<file path="src/rtl/spi_mult_peripheral_if.sv">
// SPI-style bus between a master and the multiplier peripheral.
//   cs        : chip select, active-high; a frame spans cs high
//   sclk      : serial clock from the master, asynchronous to the system clock
//   mosi      : serial data from the master, changed while sclk is low
//   miso      : serial product data, MSB first
//   busy      : high while the multiplier engine runs
//   frame_err : sticky protocol-error flag, cleared on the next cs rise
interface spi_mult_peripheral_if;
  logic cs;
  logic sclk;
  logic mosi;
  logic miso;
  logic busy;
  logic frame_err;

  modport master (output cs, sclk, mosi, input miso, busy, frame_err);
  modport slave  (input cs, sclk, mosi, output miso, busy, frame_err);
endinterface

</file>
<file path="src/rtl/spi_mult_peripheral.sv">
// SPI multiplier peripheral. Receives a mode bit plus two WIDTH-bit operands
// (MSB first), multiplies them unsigned or two's-complement signed with a
// sequential shift-add engine, and returns the 2*WIDTH-bit product MSB first.
// All logic runs on clk; the SPI pins are synchronised into that domain.
//   clk : system clock, rising edge
//   rst : asynchronous, active-high reset
//   bus : slave side of spi_mult_peripheral_if (cs, sclk, mosi in;
//         miso, busy, frame_err out, all outputs registered)
module spi_mult_peripheral #(
  parameter int WIDTH       = 4,
  parameter int SYNC_STAGES = 2
) (
  input logic                  clk,
  input logic                  rst,
  spi_mult_peripheral_if.slave bus
);
  localparam int PW    = 2 * WIDTH;
  localparam int CNT_W = $clog2(PW + 2);
  localparam logic [CNT_W-1:0] RX_LAST  = CNT_W'(PW);       // mode + 2*WIDTH operand bits
  localparam logic [CNT_W-1:0] MUL_LAST = CNT_W'(WIDTH);    // WIDTH iterations, then load
  localparam logic [CNT_W-1:0] TX_LAST  = CNT_W'(PW - 1);

  typedef enum logic [2:0] {S_IDLE, S_RX, S_MUL, S_TX, S_HOLD} state_e;

  state_e                 state_q, state_d;
  logic [SYNC_STAGES-1:0] cs_sync_q, cs_sync_d;
  logic [SYNC_STAGES-1:0] sclk_sync_q, sclk_sync_d;
  logic [SYNC_STAGES-1:0] mosi_sync_q, mosi_sync_d;
  logic                   cs_prev_q, cs_prev_d;
  logic                   sclk_prev_q, sclk_prev_d;
  logic [CNT_W-1:0]       cnt_q, cnt_d;
  logic [PW-1:0]          rx_q, rx_d;
  logic [PW-1:0]          acc_q, acc_d;
  logic [PW-1:0]          mcand_q, mcand_d;
  logic [WIDTH-1:0]       mplier_q, mplier_d;
  logic                   sign_q, sign_d;
  logic [PW-1:0]          shreg_q, shreg_d;
  logic                   miso_q, miso_d;
  logic                   busy_q, busy_d;
  logic                   ferr_q, ferr_d;

  logic cs_s, sclk_s, mosi_s;
  logic cs_rise, cs_fall, sclk_rise;
  logic             abort;
  logic [PW:0]      rx_shift;
  logic             frame_mode;
  logic [WIDTH-1:0] frame_a, frame_b, mag_a, mag_b;

  assign cs_sync_d   = {cs_sync_q[SYNC_STAGES-2:0], bus.cs};
  assign sclk_sync_d = {sclk_sync_q[SYNC_STAGES-2:0], bus.sclk};
  assign mosi_sync_d = {mosi_sync_q[SYNC_STAGES-2:0], bus.mosi};
  assign cs_s        = cs_sync_q[SYNC_STAGES-1];
  assign sclk_s      = sclk_sync_q[SYNC_STAGES-1];
  assign mosi_s      = mosi_sync_q[SYNC_STAGES-1];
  assign cs_prev_d   = cs_s;
  assign sclk_prev_d = sclk_s;
  assign cs_rise     = cs_s & ~cs_prev_q;
  assign cs_fall     = ~cs_s & cs_prev_q;
  assign sclk_rise   = sclk_s & ~sclk_prev_q;

  // The completed frame is decoded from the shifted value so the engine can
  // be loaded on the same edge that captures the last B bit; the mode bit
  // falls off the top of rx_q and is consumed right here.
  assign rx_shift   = {rx_q, mosi_s};
  assign frame_mode = rx_shift[PW];
  assign frame_a    = rx_shift[PW-1:WIDTH];
  assign frame_b    = rx_shift[WIDTH-1:0];
  // Magnitudes stay WIDTH bits unsigned: -2^(WIDTH-1) negates to 2^(WIDTH-1),
  // which still fits, so the most-negative squared case is exact.
  assign mag_a = (frame_mode && frame_a[WIDTH-1]) ? -frame_a : frame_a;
  assign mag_b = (frame_mode && frame_b[WIDTH-1]) ? -frame_b : frame_b;

  assign abort = cs_fall && (state_q == S_RX || state_q == S_MUL || state_q == S_TX);

  always_comb begin
    // NOTE: every signal gets a default here so no path leaves it unassigned,
    // which would otherwise infer a latch.
    state_d  = state_q;
    cnt_d    = cnt_q;
    rx_d     = rx_q;
    acc_d    = acc_q;
    mcand_d  = mcand_q;
    mplier_d = mplier_q;
    sign_d   = sign_q;
    shreg_d  = shreg_q;
    ferr_d   = ferr_q;

    unique case (state_q)
      S_IDLE: if (cs_rise) begin
        state_d = S_RX;
        cnt_d   = '0;
        rx_d    = '0;
        ferr_d  = 1'b0;
      end
      S_RX: if (sclk_rise) begin
        rx_d = rx_shift[PW-1:0];
        if (cnt_q == RX_LAST) begin
          state_d  = S_MUL;
          cnt_d    = '0;
          acc_d    = '0;
          mcand_d  = {{WIDTH{1'b0}}, mag_a};
          mplier_d = mag_b;
          sign_d   = frame_mode & (frame_a[WIDTH-1] ^ frame_b[WIDTH-1]);
        end else begin
          cnt_d = cnt_q + CNT_W'(1);
        end
      end
      S_MUL: begin
        // The master clocked a read before the product was ready.
        if (sclk_rise) ferr_d = 1'b1;
        if (cnt_q == MUL_LAST) begin
          shreg_d = sign_q ? -acc_q : acc_q;
          state_d = S_TX;
          cnt_d   = '0;
        end else begin
          if (mplier_q[0]) acc_d = acc_q + mcand_q;
          mcand_d  = mcand_q << 1;
          mplier_d = mplier_q >> 1;
          cnt_d    = cnt_q + CNT_W'(1);
        end
      end
      S_TX: if (sclk_rise) begin
        if (cnt_q == TX_LAST) begin
          state_d = S_HOLD;
          cnt_d   = '0;
          shreg_d = '0;
        end else begin
          shreg_d = shreg_q << 1;
          cnt_d   = cnt_q + CNT_W'(1);
        end
      end
      S_HOLD: if (cs_fall) state_d = S_IDLE;
      default: state_d = S_IDLE;
    endcase

    if (abort) begin
      state_d  = S_IDLE;
      cnt_d    = '0;
      rx_d     = '0;
      acc_d    = '0;
      mcand_d  = '0;
      mplier_d = '0;
      sign_d   = 1'b0;
      shreg_d  = '0;
      ferr_d   = 1'b1;
    end

    busy_d = (state_d == S_MUL);
    miso_d = (state_d == S_TX) ? shreg_d[PW-1] : 1'b0;
  end

  // NOTE: sequential state uses non-blocking assignments so every flop
  // samples the pre-edge values regardless of statement order.
  always_ff @(posedge clk or posedge rst) begin
    if (rst) begin
      state_q     <= S_IDLE;
      cs_sync_q   <= '0;
      sclk_sync_q <= '0;
      mosi_sync_q <= '0;
      cs_prev_q   <= 1'b0;
      sclk_prev_q <= 1'b0;
      cnt_q       <= '0;
      rx_q        <= '0;
      acc_q       <= '0;
      mcand_q     <= '0;
      mplier_q    <= '0;
      sign_q      <= 1'b0;
      shreg_q     <= '0;
      miso_q      <= 1'b0;
      busy_q      <= 1'b0;
      ferr_q      <= 1'b0;
    end else begin
      state_q     <= state_d;
      cs_sync_q   <= cs_sync_d;
      sclk_sync_q <= sclk_sync_d;
      mosi_sync_q <= mosi_sync_d;
      cs_prev_q   <= cs_prev_d;
      sclk_prev_q <= sclk_prev_d;
      cnt_q       <= cnt_d;
      rx_q        <= rx_d;
      acc_q       <= acc_d;
      mcand_q     <= mcand_d;
      mplier_q    <= mplier_d;
      sign_q      <= sign_d;
      shreg_q     <= shreg_d;
      miso_q      <= miso_d;
      busy_q      <= busy_d;
      ferr_q      <= ferr_d;
    end
  end

  assign bus.miso      = miso_q;
  assign bus.busy      = busy_q;
  assign bus.frame_err = ferr_q;
endmodule

</file>
<file path="src/flat_wrapper.sv">
// flat-port wrapper written by rule: the top's interface ports become plain ports
module spi_mult_peripheral_flat 
#(
  parameter int WIDTH       = 4,
  parameter int SYNC_STAGES = 2
)
  (clk, rst, bus_cs, bus_sclk, bus_mosi, bus_miso, bus_busy, bus_frame_err);
  spi_mult_peripheral_if bus_i ();
  input logic clk;
  input logic rst;
  input wire logic [$bits(bus_i.cs)-1:0] bus_cs;
  input wire logic [$bits(bus_i.sclk)-1:0] bus_sclk;
  input wire logic [$bits(bus_i.mosi)-1:0] bus_mosi;
  output wire logic [$bits(bus_i.miso)-1:0] bus_miso;
  output wire logic [$bits(bus_i.busy)-1:0] bus_busy;
  output wire logic [$bits(bus_i.frame_err)-1:0] bus_frame_err;
  assign bus_i.cs = bus_cs;
  assign bus_i.sclk = bus_sclk;
  assign bus_i.mosi = bus_mosi;
  assign bus_miso = bus_i.miso;
  assign bus_busy = bus_i.busy;
  assign bus_frame_err = bus_i.frame_err;
  spi_mult_peripheral #(.WIDTH(WIDTH), .SYNC_STAGES(SYNC_STAGES)) u_core (.clk(clk), .rst(rst), .bus(bus_i));
endmodule
</file>
<file path="config.mk">
export PLATFORM = sky130hd
export DESIGN_NAME = spi_mult_peripheral_flat
export DESIGN_NICKNAME = d
export VERILOG_FILES = /design/src/rtl/spi_mult_peripheral_if.sv /design/src/rtl/spi_mult_peripheral.sv /design/src/flat_wrapper.sv
export SDC_FILE = /design/constraint.sdc
export NUM_CORES = 1
export LEC_CHECK = 0
export ABC_AREA = 1
export BUFFER_PORTS_ARGS = -buffer_cell sky130_fd_sc_hd__buf_2
export CORE_MARGIN = 2
export CORE_UTILIZATION = 26
export CTS_BUF_LIST = sky130_fd_sc_hd__clkbuf_16
export DETAILED_ROUTE_END_ITERATION = 10
export PLACE_DENSITY = 0.44
export SLEW_MARGIN = 5
export SYNTH_ARGS = -nofsm -noshare
export SYNTH_HDL_FRONTEND = slang
export SYNTH_SLANG_ARGS = --single-unit
</file>
<file path="constraint.sdc">
create_clock -name clk -period 2.9 [get_ports clk]
set_input_delay 0.435 -clock clk [delete_from_list [all_inputs] [get_ports clk]]
set_output_delay 0.435 -clock clk [all_outputs]
set_load 0.01 [all_outputs]
</file>
Word-level counts from Yosys, hierarchy flattened --
Index checks and enable logic that the tools add are counted.
Operators by class: eq/ne operators 17, bitwise logic cells 8, muxes and demuxes 54, reductions and logical operators 21, add/sub/neg operators 5
Operator list (count):
- $mux 8 | 17
- $pmux 8 s2 | 4
- $mux 4 | 13
- $mux 3 | 8
- $pmux 4 s4 | 1
- $ne 3x1->1 const B | 5
- $pmux 3 s5 | 1
- $eq 3x2->1 const B | 4
- $reduce_and 3->1 | 4
- $reduce_bool 3->1 | 4
- $ne 3x2->1 const B | 3
- $add 8x8->8 | 1
- $eq 4x3->1 const B | 2
- $mux 1 | 8
- $neg 4->4 | 2
- $neg 8->8 | 1
- $pmux 4 s2 | 1
- $reduce_and 4->1 | 2
- $reduce_bool 2->1 | 3
- $reduce_and 5->1 | 1
- $reduce_bool 5->1 | 1
- $add 4x1->4 const B | 1
- $and 1x1->1 | 4
- $eq 4x4->1 const B | 1
- 8 further kinds | 13
Storage, ports and cells: word-level logic and storage cells 122, output and inout bits 3, register bits 55, input port bits 5

Longest topological paths before layout --
Gate-level depths: netlist of run 1.
word-level depth 7, depth in mapped cells 11, gate-level depth less buffers 11

Worst setup path before layout of run 1 --
Ideal clock, no wire load.
path type register to register, start point register u_core.cnt_q[0], end point register u_core.acc_q[5], setup slack 1.323 ns, cell stages (with the launch flop) 11, data arrival time 1.460 ns, clock period less this slack 1.577 ns, data required time 2.783 ns, cells stage by stage dfrtp_1 > inv_1 > ha_1 > nand3_1 > nor2_4 > nand2_2 > nand3_4 > nor2_4 > buf_6 > nand3_1 > nand2_1
Between the ends: cells in the longest elaborated chain, start to end 3, elaborated cells on any way between the ends 5, those cells by class 4 x eq/ne; 1 x reduce/logical
Ends and longest elaborated chain:
- from (decl) | line spi_mult_peripheral.sv:31 | logic [CNT_W-1:0] cnt_q, cnt_d;
- from (signal assigned) | line spi_mult_peripheral.sv:179 | cnt_q <= cnt_d;
- $eq 4x4->1 or $eq 4x3->1 (tied branches) | line spi_mult_peripheral.sv:97, spi_mult_peripheral.sv:111
- $ne 3x2->1 (no line)
- $reduce_and 5->1 (no line) *
- to (signal assigned) | line spi_mult_peripheral.sv:164 | acc_q <= '0;
- to (signal assigned) | line spi_mult_peripheral.sv:181 | acc_q <= acc_d;
- to (decl) | line spi_mult_peripheral.sv:33 | logic [PW-1:0] acc_q, acc_d;
Mark *: on every way between the ends. The rest lies on a longest branch, timed or not. A chain may end at the register's enable or synchronous reset.

Worst setup path in the final report of run 1 --
start point register u_core.cs_sync_q[1], end point register u_core.acc_q[6]
Between the ends: cells in the longest elaborated chain, start to end 5, elaborated cells on any way between the ends 10, those cells by class 4 x eq/ne; 1 x mux; 2 x bitwise; 3 x reduce/logical
Ends and longest elaborated chain:
- from (decl) | line spi_mult_peripheral.sv:26 | logic [SYNC_STAGES-1:0] cs_sync_q, cs_sync_d;
- from (signal assigned) | line spi_mult_peripheral.sv:174 | cs_sync_q <= cs_sync_d;
- $not 1->1 * | line spi_mult_peripheral.sv:58 | assign cs_fall = ~cs_s & cs_prev_q;
- $and 1x1->1 * | line spi_mult_peripheral.sv:58
- $logic_and 1x1->1 * | line spi_mult_peripheral.sv:73 | assign abort = cs_fall && (state_q == S_RX || state_q == S_MUL || state_q == S_TX);
- $ne 3x1->1 (no line) (tied with other cells)
- $reduce_and 5->1 (no line)
Marks and branches as above.

==> results of run 1 <==
==> layer usage <==
metal | wire (um) | track usage | up-vias
met3 | 161 | 0.02276 | 7
met5 | 0 | 0 | -
met2 | 3057 | 0.1890 | 28
met4 | 78 | 0.02927 | 0
li1 | - | - | 1341
met1 | 3721 | 0.1693 | 1213
==> cells by family after synthesis <==
family                   synth area share
buffers and inverters             0.09170
AND/OR/NAND/NOR                    0.2590
flip-flops                         0.4329
XOR/XNOR                          0.02204
AO/OA/AOI/OAI                      0.1409
adder cells (fa/ha/maj)           0.05352
==> cells in the mapped netlist (all sizes together), types with 3 or more instances <==
library cell and instances:
nand2 107, inv 62, dfrtp 55, o21ai 41, nand3 29, nor2 29, a21oi 17, ha 12
o22ai 8, nor3 7, o31ai 7, buf 6, xor2 6, nand4 5, a22oi 3
==> power groups by stage <==
stage                     Clock (mW)  Combinational [mW]  Sequential [mW]
final                          0.600               0.542            0.895
after global routing           0.660               0.625            0.906
after CTS                      0.634               0.550            0.894
after detailed placement           0               0.545            0.909
after global placement             0               0.540            0.909
after floorplan                    0               0.474            0.900
==> area by class of cell <==
cell class,instances,share of cell area
Clock buffer,5,0.03577
Multi-Input combinational cell,281,0.4320
Sequential cell,55,0.3934
Timing Repair Buffer,9,0.01431
Tap cell,147,0.05257
Inverter,62,0.06724
Clock inverter,2,0.004649
==> through the flow <==
step / cells / cell area [um^2] / hold WS (ns)
2_1_floorplan: 405 / 3179 / 0.3312
3_3_place_gp: 554 / 3357 / 0.3341
3_5_place_dp: 554 / 3357 / 0.3357
4_1_cts: 561 / 3498 / 0.03907
5_1_grt: 561 / 3498 / 0.05164
6_report: 561 / 3498 / 0.04107
==> placed cells by master, fill, tap and decap left out, drive strengths merged, types with 2 or more instances in the layout <==
master	count
o31ai	7
buf	9
nand3	29
a21oi	17
o22ai	8
ha	12
clkbuf	5
nand4	5
o21ai	41
xnor2	2
xor2	6
inv	63
dfrtp	55
a22oi	3
o211ai	2
nor3	7
nor2	29
nand2	107
==> final timing paths <==
check | start | endpoint | slack [ns] | depth (start not counted)
setup reg to reg | u_core.cs_sync_q[1] | u_core.acc_q[6] | 0.84 | 8
max in group asynchronous | rst | u_core.mplier_q[3] | 2.27 | 3
min in group clk | bus_cs | u_core.cs_sync_q[0] | 0.24 | 1
setup / recovery | u_core.cs_sync_q[1] | u_core.acc_q[6] | 0.84 | 8
hold reg to reg | u_core.mosi_sync_q[0] | u_core.mosi_sync_q[1] | 0.35 | 0
hold / removal | rst | u_core.cnt_q[1] | 0.04 | 2
==> state kept, by name, summed over array words and instances, names as in the netlist, 3 cells and up <==
name,count
u_core.mplier_q,4
u_core.acc_q,8
u_core.cnt_q,4
u_core.shreg_q,8
u_core.state_q,3
u_core.mcand_q,8
u_core.rx_q,8
==> results.py, run 1 <==
metrics = {
    "synth": {
        "synth.largest_area_cell": "dfrtp_1",
        "synth_edf_count": 0,
        "avgSynthCellArea_um2": 7.850,
        "async_reset_ff_frac": 1.000,
        "syn_inst": 405,
        "yosys_warnings": 0,
        "yosys_most_used_dff": "dfrtp_1",
        "ys_top_cells_by_area": "dfrtp_1 (43%), nand2_1 (12%), inv_1 (6.8%), o21ai_0 (5.2%), ha_1 (4.7%)",
        "synth-seq-cells": 55,
        "ys_seq_area_frac": 0.4329,
        "synth_top_area_share": 0.4329,
        "syn_area_um2": 3179,
        "synth_cell_type_count": 35,
        "synth_nets": 423,
    },
    "detailed_routing": {
        "drc_errors": 0,
        "drtPass1Iterations": 4,
        "ant_nets": 0,
        "drtIter0Drc": 110,
        "routed_wl_um": 7018,
        "wl_per_cell_um": 12.51,
        "vias": 2589,
        "vias_per_cell": 4.615,
    },
    "clock_network": {
        "cts_buffers": 5,
        "root_buffer": "clkbuf_16",
        "clk_pin_slew_ns": 0.07,
        "cts_max_path_buffers": 2,
        "cts_tree": "built",
        "htree_levels": 2,
        "postCtsHoldBufs": 0,
        "post_cts_buffers": 0,
        "numClockSinks": 55,
        "clock_latency_ns": 0.30,
        "cts_resized": 0,
    },
    "layout": {
        "regArea_um2": 1376,
        "final_util": 0.2925,
        "n_antenna_cell": 0,
        "drive_above_1_share": 0.08696,
        "syn_to_final_growth_pct": 10.04,
        "fin_nets": 432,
        "multiInputGateArea_um2": 1511,
        "fillers": 1295,
    },
    "timing": {
        "setup_violations": 0,
        "final_max_slew_viol_count": 0,
        "rsz0062_at_grt": "no",
        "fin_ws_ns": 0.8408,
        "finalSetupTns_ns": 0,
        "fin_crit_sh": 0.7101,
        "slew_headroom": 0.6673,
        "fmax_ghz": 0.4856,
        "fin_worst_skew_ns": 0.008673,
        "worst_pin_slew_ns": 0.4952,
        "hold_violations": 0,
        "period_needed_ns": 2.059,
    },
    "worst_setup_path": {
        "cp_slowest_cell": "dfrtp_1",
        "required_ns": 3.08,
        "path_delay_family": "simple AND/OR/NAND/NOR gates",
        "path_cells": "nor2_1 > nand2_1 > nand3_1 > nand3_4 > nor2_4 > inv_1 > nand2_1 > nand2_1",
        "cp_max_fo": 21,
        "slowest_delay_ns": 0.40,
        "critPathBufInv": 1,
        "critical_path_arrival_ns": 2.24,
        "startpoint_type": "flip-flop",
        "cp_common_cell": "nand2_1",
        "end_kind": "flip-flop",
        "worstSetupPathType": "flip-flop to flip-flop",
    },
    "placed_design": {
        "place.gp.congestion": 0.8341,
        "numPortBuffers": 7,
        "hpwlAfterDp_um": 5403,
        "post-place-ws_ns": 0.8405,
    },
    "power_and_ir_drop": {
        "p_leak_nw": 1.674,
        "seqPwrFrac": 0.440,
        "sw_frac_of_total": 0.3557,
        "power.density_nw_per_um2": 582.3,
        "total_power_mw": 2.037,
        "peakVddDrop_uv": 296.6,
        "p_int_mw": 1.313,
        "p_comb_frac": 0.266,
        "p_sw_mw": 0.7246,
        "pwr-share-clk": 0.294,
    },
    "run": {
        "max_cap_viol_count": 0,
    },
    "floorplan": {
        "io_pins": 8,
        "chipHeight_um": 114.6,
        "start_util": 0.2658,
        "die-area_um2": 13130,
        "num_rows": 40,
        "core_um2": 11960,
        "die_x_um": 114.6,
    },
    "global_routing": {
        "first_global_vias": 2539,
        "grt_max_degree": 24,
        "grt_overflow": 0,
        "antenna_found_initial": 0,
        "grt_pass1_wl_um": 12510,
        "grt.total_usage": 0.1197,
    },
    "outcome": {
        "outcome": "finished, final reports clean",
    },
    "worst_hold_path": {
        "hp-class": "input pin to async pin",
    },
}
No activity file was read; power rests on OpenSTA's default activity.
==> run 2: changes to the inputs <==
--- a/config.mk
+++ b/config.mk
@@ -5,13 +5,13 @@
 export SDC_FILE = /design/constraint.sdc
 export NUM_CORES = 1
 export LEC_CHECK = 0
-export ABC_AREA = 1
+export ABC_AREA = 0
 export BUFFER_PORTS_ARGS = -buffer_cell sky130_fd_sc_hd__buf_2
 export CORE_MARGIN = 2
 export CORE_UTILIZATION = 26
 export CTS_BUF_LIST = sky130_fd_sc_hd__clkbuf_16
 export DETAILED_ROUTE_END_ITERATION = 10
-export PLACE_DENSITY = 0.44
+export PLACE_DENSITY = 0.45
 export SLEW_MARGIN = 5
 export SYNTH_ARGS = -nofsm -noshare
 export SYNTH_HDL_FRONTEND = slang
==> constraint.sdc (replaced) <==
create_clock -name clk -period 1.7 [get_ports clk]
set_input_delay 0.255 -clock clk [delete_from_list [all_inputs] [get_ports clk]]
set_output_delay 0.255 -clock clk [all_outputs]
set_load 0.01 [all_outputs]
==> run 2 against run 1 <==
Register-to-register slack got worse by 1.0 ns. Utilization rose by 7.5 points. First-iteration DRC count fell by 33%. Cell area rose by 20%. Clock skew fell by 0.0016 ns. Final cell count fell by 5.0%. Count of clock-buffer cells in the layout did not move. Hold slack improved by 0.018 ns. Highest routed layer unchanged. Global-route usage rose by 0.68 points. Sequential share of layout area fell by 6.4 points. Routed wire length rose by 9.8%. The flow now finishes with violations (setup timing). Area after synthesis fell by 4.5%.
==> results.py, run 2 <==
metrics = {
    "clock_network": {
        "cts_tree": "built",
        "cts_max_path_buffers": 2,
        "clk_pin_slew_ns": 0.08,
        "htree_levels": 2,
        "root_buffer": "clkbuf_16",
        "numClockSinks": 55,
        "cts_buffers": 5,
        "clock_latency_ns": 0.29,
    },
    "detailed_routing": {
        "ant_nets": 0,
        "drtIter0Drc": 74,
        "vias_per_cell": 4.854,
        "drc_errors": 0,
        "drtPass1Iterations": 4,
        "wl_per_cell_um": 14.45,
        "vias": 2587,
        "routed_wl_um": 7704,
    },
    "worst_setup_path": {
        "end_kind": "flip-flop",
        "required_ns": 1.92,
        "r2r-end": "u_core.bus.miso",
        "r2r_start": "u_core.acc_q[4]",
        "path_cells": "or4_4 > o41ai_4 > xor2_1 > a211oi_2 > and3_1",
        "crit_start": "u_core.acc_q[4]",
        "slowest_delay_ns": 0.55,
        "cp_slowest_cell": "or4_4",
        "ff2ff_path_depth": 5,
        "crit_end": "u_core.bus.miso",
        "cp_max_fo": 4,
        "worstSetupPathType": "flip-flop to flip-flop",
        "startpoint_type": "flip-flop",
        "r2r_setup_slack_ns": -0.16,
        "critical_path_arrival_ns": 2.08,
    },
    "global_routing": {
        "grt_overflow": 0,
        "grt_max_degree": 39,
        "antenna_found_initial": 0,
        "grt_pass1_wl_um": 12980,
        "first_global_vias": 2607,
        "grt.total_usage": 0.1266,
    },
    "timing": {
        "finalSetupTns_ns": -0.6769,
        "rsz0062_at_grt": "yes",
        "whs_ns": 0.05947,
        "fmax_ghz": 0.5386,
        "worst_pin_slew_ns": 0.5840,
        "setup_violations": 18,
        "fin_crit_sh": 1.092,
        "slew_headroom": 0.6083,
        "hold_violations": 0,
        "fin_ws_ns": -0.1568,
        "period_needed_ns": 1.857,
        "final_max_slew_viol_count": 0,
        "fin_worst_skew_ns": 0.007026,
    },
    "worst_hold_path": {
        "hp-class": "input pin to flip-flop",
        "worstHoldStart": "bus_mosi",
    },
    "synth": {
        "synth_top_area_share": 0.4532,
        "syn_area_um2": 3037,
        "synth_cell_type_count": 52,
        "ys_seq_area_frac": 0.4532,
        "synth.largest_area_cell": "dfrtp_1",
        "avgSynthCellArea_um2": 9.733,
        "synth_edf_count": 0,
        "synth-seq-cells": 55,
        "yosys_warnings": 0,
        "ys_top_cells_by_area": "dfrtp_1 (45%), o21ai_0 (5.3%), nand2_1 (5.1%), ha_1 (4.9%), a22o_1 (2.9%)",
        "syn_inst": 312,
        "synth_nets": 330,
        "synthTopCellsByCount": "dfrtp_1 (55), nand2_1 (41), o21ai_0 (32), inv_1 (19), ha_1 (12)",
        "async_reset_ff_frac": 1.000,
        "yosys_most_used_dff": "dfrtp_1",
        "yosysMostFrequentCell": "dfrtp_1",
    },
    "placed_design": {
        "numPortBuffers": 7,
        "post-place-ws_ns": -0.2396,
        "place.gp.congestion": 0.8067,
        "hpwlAfterDp_um": 5655,
    },
    "layout": {
        "final_util": 0.3680,
        "drive_above_1_share": 0.3846,
        "fin_nets": 407,
        "syn_to_final_growth_pct": 38.36,
        "n_antenna_cell": 0,
        "final_cell_mix": "buf_4 (65), dfrtp_1 (50), nand2_1 (38)",
        "final_common_cell": "buf_4",
    },
    "outcome": {
        "outcome": "finished with violations",
        "violations": "setup timing",
    },
    "floorplan": {
        "die-area_um2": 12560,
        "die_x_um": 112.1,
        "start_util": 0.2659,
        "core_um2": 11420,
        "io_pins": 8,
        "chipHeight_um": 112.1,
        "num_rows": 39,
    },
    "power_and_ir_drop": {
        "power.density_nw_per_um2": 914.0,
        "p_leak_nw": 1.856,
        "peakVddDrop_uv": 474.0,
    },
    "run": {
        "max_cap_viol_count": 0,
    },
}
[run 2: changes by cell type after synthesis, moves of 6 or more]
cell / change
a22o_1: +10
nor2_1: -14
nand2_1: -60
nand3_1: -18
a22oi_1: +8
o21ai_1: -8
nor2b_1: +6
nand2b_1: +8
inv_1: -39
[run 2: logic make-up (layout without fill, tap and decap cells)]
family / after synthesis / in the layout / synth area share
AO/OA/AOI/OAI: 97 / 97 / 0.2225
XOR/XNOR: 12 / 12 / 0.03461
adder cells (fa/ha/maj): 13 / 13 / 0.05604
buffers and inverters: 31 / 107 / 0.04656
flip-flops: 55 / 55 / 0.4532
multiplexers: 7 / 7 / 0.02472
AND/OR/NAND/NOR: 97 / 99 / 0.1624
[run 2: per-stage QoR]
stage	instances	area [um^2]	power, mW
floorplan	312	3105	2.159
global placement	518	3779	2.608
detailed placement	518	3779	2.616
CTS	528	4053	3.732
global route	533	4202	4.082
finish	533	4202	3.840
[run 2: area by class of cell]
class / instances / area (um^2)
repair buffers: 80 / 620.6
clock buffers: 5 / 125.1
fillers: 1159 / 7217
inverters: 19 / 73.82
well taps: 143 / 178.9
clock inverters: 3 / 25.02
flip-flops and latches: 55 / 1383
multi-input cells: 228 / 1795
[run 2: worst min-delay path by stage]
stage               slack [ns]  depth (start not counted)                    end
global route              0.05                          1  u_core.mosi_sync_q[0]
global placement          0.28                          2    u_core.cs_sync_q[0]
CTS                       0.05                          1  u_core.mosi_sync_q[0]
finish                    0.06                          1  u_core.mosi_sync_q[0]
floorplan                 0.29                          0    u_core.cs_sync_q[0]
detailed placement        0.28                          2    u_core.cs_sync_q[0]
[run 2: power by group]
part / internal (mW) / leakage [nW] / switching [mW]
clock: 0.553 / 0.0700 / 0.501
sequential: 1.41 / 0.732 / 0.104
combinational: 0.561 / 1.05 / 0.711
[run 2: critical path: cells and delay by family, from the launching register on]
family / cells / cell delay [ns]
DFF: 1 / 0.45
xor gates and xnor gates: 1 / 0.12
AOI/OAI and AO/OA: 2 / 0.45
and+or+nand+nor: 2 / 0.76
[run 2: timing repair]
action / CTS / global route
cloned: 0 / 2
setup buffers: 2 / 3
resized for setup: 34 / 36
hold endpoints to repair: 17 / 0
pin swaps: 17 / 11
setup endpoints to repair: 40 / 34
hold buffers: 1 / 0
[run 2: layer usage]
layer | vias up | track usage | part of all wire
met3 | 7 | 0.01998 | 0.022
met2 | 24 | 0.2097 | 0.48
met1 | 1268 | 0.1755 | 0.49
met4 | 0 | 0.03008 | 0.011
met5 | - | 0 | 0
li1 | 1288 | - | -
==> run 3: changes to the inputs <==
--- a/config.mk
+++ b/config.mk
@@ -11,7 +11,8 @@
 export CORE_UTILIZATION = 26
 export CTS_BUF_LIST = sky130_fd_sc_hd__clkbuf_16
 export DETAILED_ROUTE_END_ITERATION = 10
-export PLACE_DENSITY = 0.45
+export PLACE_DENSITY = 0.39
+export RECOVER_POWER = 25
 export SLEW_MARGIN = 5
 export SYNTH_ARGS = -nofsm -noshare
 export SYNTH_HDL_FRONTEND = slang
==> run 3 against run 2 <==
The flow still finishes with violations (setup timing). Sequential power is essentially flat. Utilization grew 1.1 points. Non-clock buffer count grew 6. Flip-flop and latch count is the same. Clock skew is essentially flat. Setup slack lost 0.086 ns. Final cell count grew 1.3%. Critical path depth is the same. Global-route usage grew 1.5 points. Clock power shrank 5%. Critical path type unchanged. Critical endpoint unchanged. Largest cell class unchanged. Highest routed layer unchanged.
==> results.py, run 3 (synthesis results as in run 2) <==
metrics = {
    "clock_network": {
        "cts_max_path_buffers": 2,
        "cts_tree": "built",
        "root_buffer": "clkbuf_16",
        "postCtsHoldBufs": 0,
        "clock_latency_ns": 0.29,
        "numClockSinks": 55,
        "clk_pin_slew_ns": 0.07,
        "cts_buffers": 5,
        "htree_levels": 2,
    },
    "worst_setup_path": {
        "cp_slowest_cell": "or4_4",
        "critPathBufInv": 0,
        "worstSetupPathType": "flip-flop to flip-flop",
        "path_depth": 5,
        "startpoint_type": "flip-flop",
        "path_cells": "or4_4 > o41ai_4 > xor2_1 > a211oi_2 > and3_1",
        "r2r_start": "u_core.acc_q[4]",
        "cp_max_fo": 4,
        "required_ns": 1.92,
        "r2r-end": "u_core.bus.miso",
        "critical_path_arrival_ns": 2.16,
        "end_kind": "flip-flop",
        "path_delay_family": "simple AND/OR/NAND/NOR gates",
        "slowest_delay_ns": 0.55,
        "ff2ff_path_depth": 5,
        "crit_end": "u_core.bus.miso",
        "crit_start": "u_core.acc_q[4]",
        "r2r_setup_slack_ns": -0.24,
    },
    "detailed_routing": {
        "drtPass1Iterations": 4,
        "drtIter0Drc": 68,
        "routed_wl_um": 8509,
        "wl_per_cell_um": 15.76,
        "vias_per_cell": 4.861,
        "ant_nets": 0,
        "vias": 2625,
        "drc_errors": 0,
    },
    "layout": {
        "final_common_cell": "buf_4",
        "final_cell_mix": "buf_4 (69), dfrtp_1 (50), nand2_1 (28)",
        "drive_above_1_share": 0.4307,
        "n_antenna_cell": 0,
        "stdcell_count": 540,
        "fin_nets": 414,
        "fillers": 1194,
        "syn_to_final_growth_pct": 42.60,
    },
    "timing": {
        "setup_violations": 28,
        "rsz0062_at_grt": "yes",
        "fin_crit_sh": 1.143,
        "final_max_slew_viol_count": 0,
        "finalSetupTns_ns": -3.892,
        "hold_violations": 0,
        "worst_pin_slew_ns": 1.420,
        "fmax_ghz": 0.5148,
        "slew_headroom": 0.05333,
        "period_needed_ns": 1.942,
        "fin_ws_ns": -0.2424,
        "fin_worst_skew_ns": 0.006776,
    },
    "global_routing": {
        "grt_overflow": 0,
        "first_global_vias": 2761,
        "antenna_found_initial": 0,
        "grt_pass1_wl_um": 14140,
        "grt.total_usage": 0.1413,
        "grt_max_degree": 32,
    },
    "floorplan": {
        "core_um2": 11420,
        "die-area_um2": 12560,
        "io_pins": 8,
        "die_x_um": 112.1,
        "chipHeight_um": 112.1,
        "num_rows": 39,
        "start_util": 0.2659,
    },
    "power_and_ir_drop": {
        "seqPwrFrac": 0.371,
        "peakVddDrop_uv": 374.6,
        "p_sw_mw": 1.375,
        "p_leak_nw": 1.916,
        "power.density_nw_per_um2": 919.0,
        "sw_frac_of_total": 0.3455,
        "p_int_mw": 2.605,
        "pwr-share-clk": 0.252,
        "p_comb_frac": 0.377,
    },
    "placed_design": {
        "place.gp.congestion": 0.8053,
        "place_inst": 517,
        "hpwlAfterDp_um": 5996,
        "post-place-ws_ns": -0.2471,
        "numPortBuffers": 7,
    },
    "outcome": {
        "violations": "setup timing",
        "outcome": "finished with violations",
    },
    "run": {
        "max_cap_viol_count": 0,
    },
    "worst_hold_path": {
        "hp-class": "input pin to async pin",
    },
}
## run 3: cell count changes in the layout (fill, tap and decap cells not counted), sizes merged
cell / change
clkinvlp: -1
clkbuf: +1
inv: +1
dlygate4sd3: -1
buf: +6
nand2b: +1
## run 3: power by group through the flow
stage / sequential, mW / clock (mW) / combinational (mW)
2_1_floorplan: 1.51 / 0 / 0.647
3_3_place_gp: 1.50 / 0 / 1.15
3_5_place_dp: 1.50 / 0 / 1.14
4_1_cts: 1.48 / 1.04 / 1.39
5_1_grt: 1.49 / 1.10 / 1.64
6_report: 1.48 / 1.00 / 1.50
## run 3: worst reg2reg max path, delay by kind of cell, from the launching register on
kind	cells	cell delay (ns)
simple gates	2	0.78
flops	1	0.45
xor+xnor	1	0.12
compound gates	2	0.52
## run 3: routing by layer
| layer | up-vias | global-route usage | part of all wire |
|---|---|---|---|
| met5 | - | 0 | 0 |
| met4 | 0 | 0.04228 | 0.012 |
| met3 | 6 | 0.02430 | 0.017 |
| met2 | 15 | 0.2424 | 0.50 |
| met1 | 1298 | 0.1838 | 0.47 |
| li1 | 1306 | - | - |
## run 3: stage by stage
step | hold WS, ns | util | power [mW] | cell area (um^2)
3_3_place_gp | 0.3337 | 0.3292 | 2.647 | 3759
6_report | 0.06293 | 0.3792 | 3.980 | 4330
2_1_floorplan | 0.2864 | - | 2.159 | 3105
3_5_place_dp | 0.3358 | 0.3292 | 2.643 | 3759
4_1_cts | 0.03426 | 0.3636 | 3.910 | 4151
5_1_grt | 0.05146 | 0.3792 | 4.233 | 4330
## run 3: what timing repair did
item                                    CTS  global route
endpoints found under the setup margin   40            43
gates cloned                              3             0
pin swaps                                38            28
setup buffers                            10             4
resized for setup                        55            49
## run 3: layout make-up
type	count	area (um^2)	area share
Clock buffer	5	125.1	0.02889
Clock inverter	3	11.26	0.002600
Inverter	19	71.32	0.01647
Multi-Input combinational cell	229	1903	0.4395
Sequential cell	55	1383	0.3193
Tap cell	143	178.9	0.04132
Timing Repair Buffer	86	658.1	0.1520
## run 3: worst min path at each step
stage	end	slack (ns)
after floorplan	u_core.cs_sync_q[0]	0.29
after global placement	u_core.mosi_sync_q[1]	0.33
after detailed placement	u_core.cs_sync_q[1]	0.34
after CTS	u_core.cnt_q[2]	0.03
after global routing	u_core.mosi_sync_q[0]	0.05
final	u_core.sclk_sync_q[0]	0.06
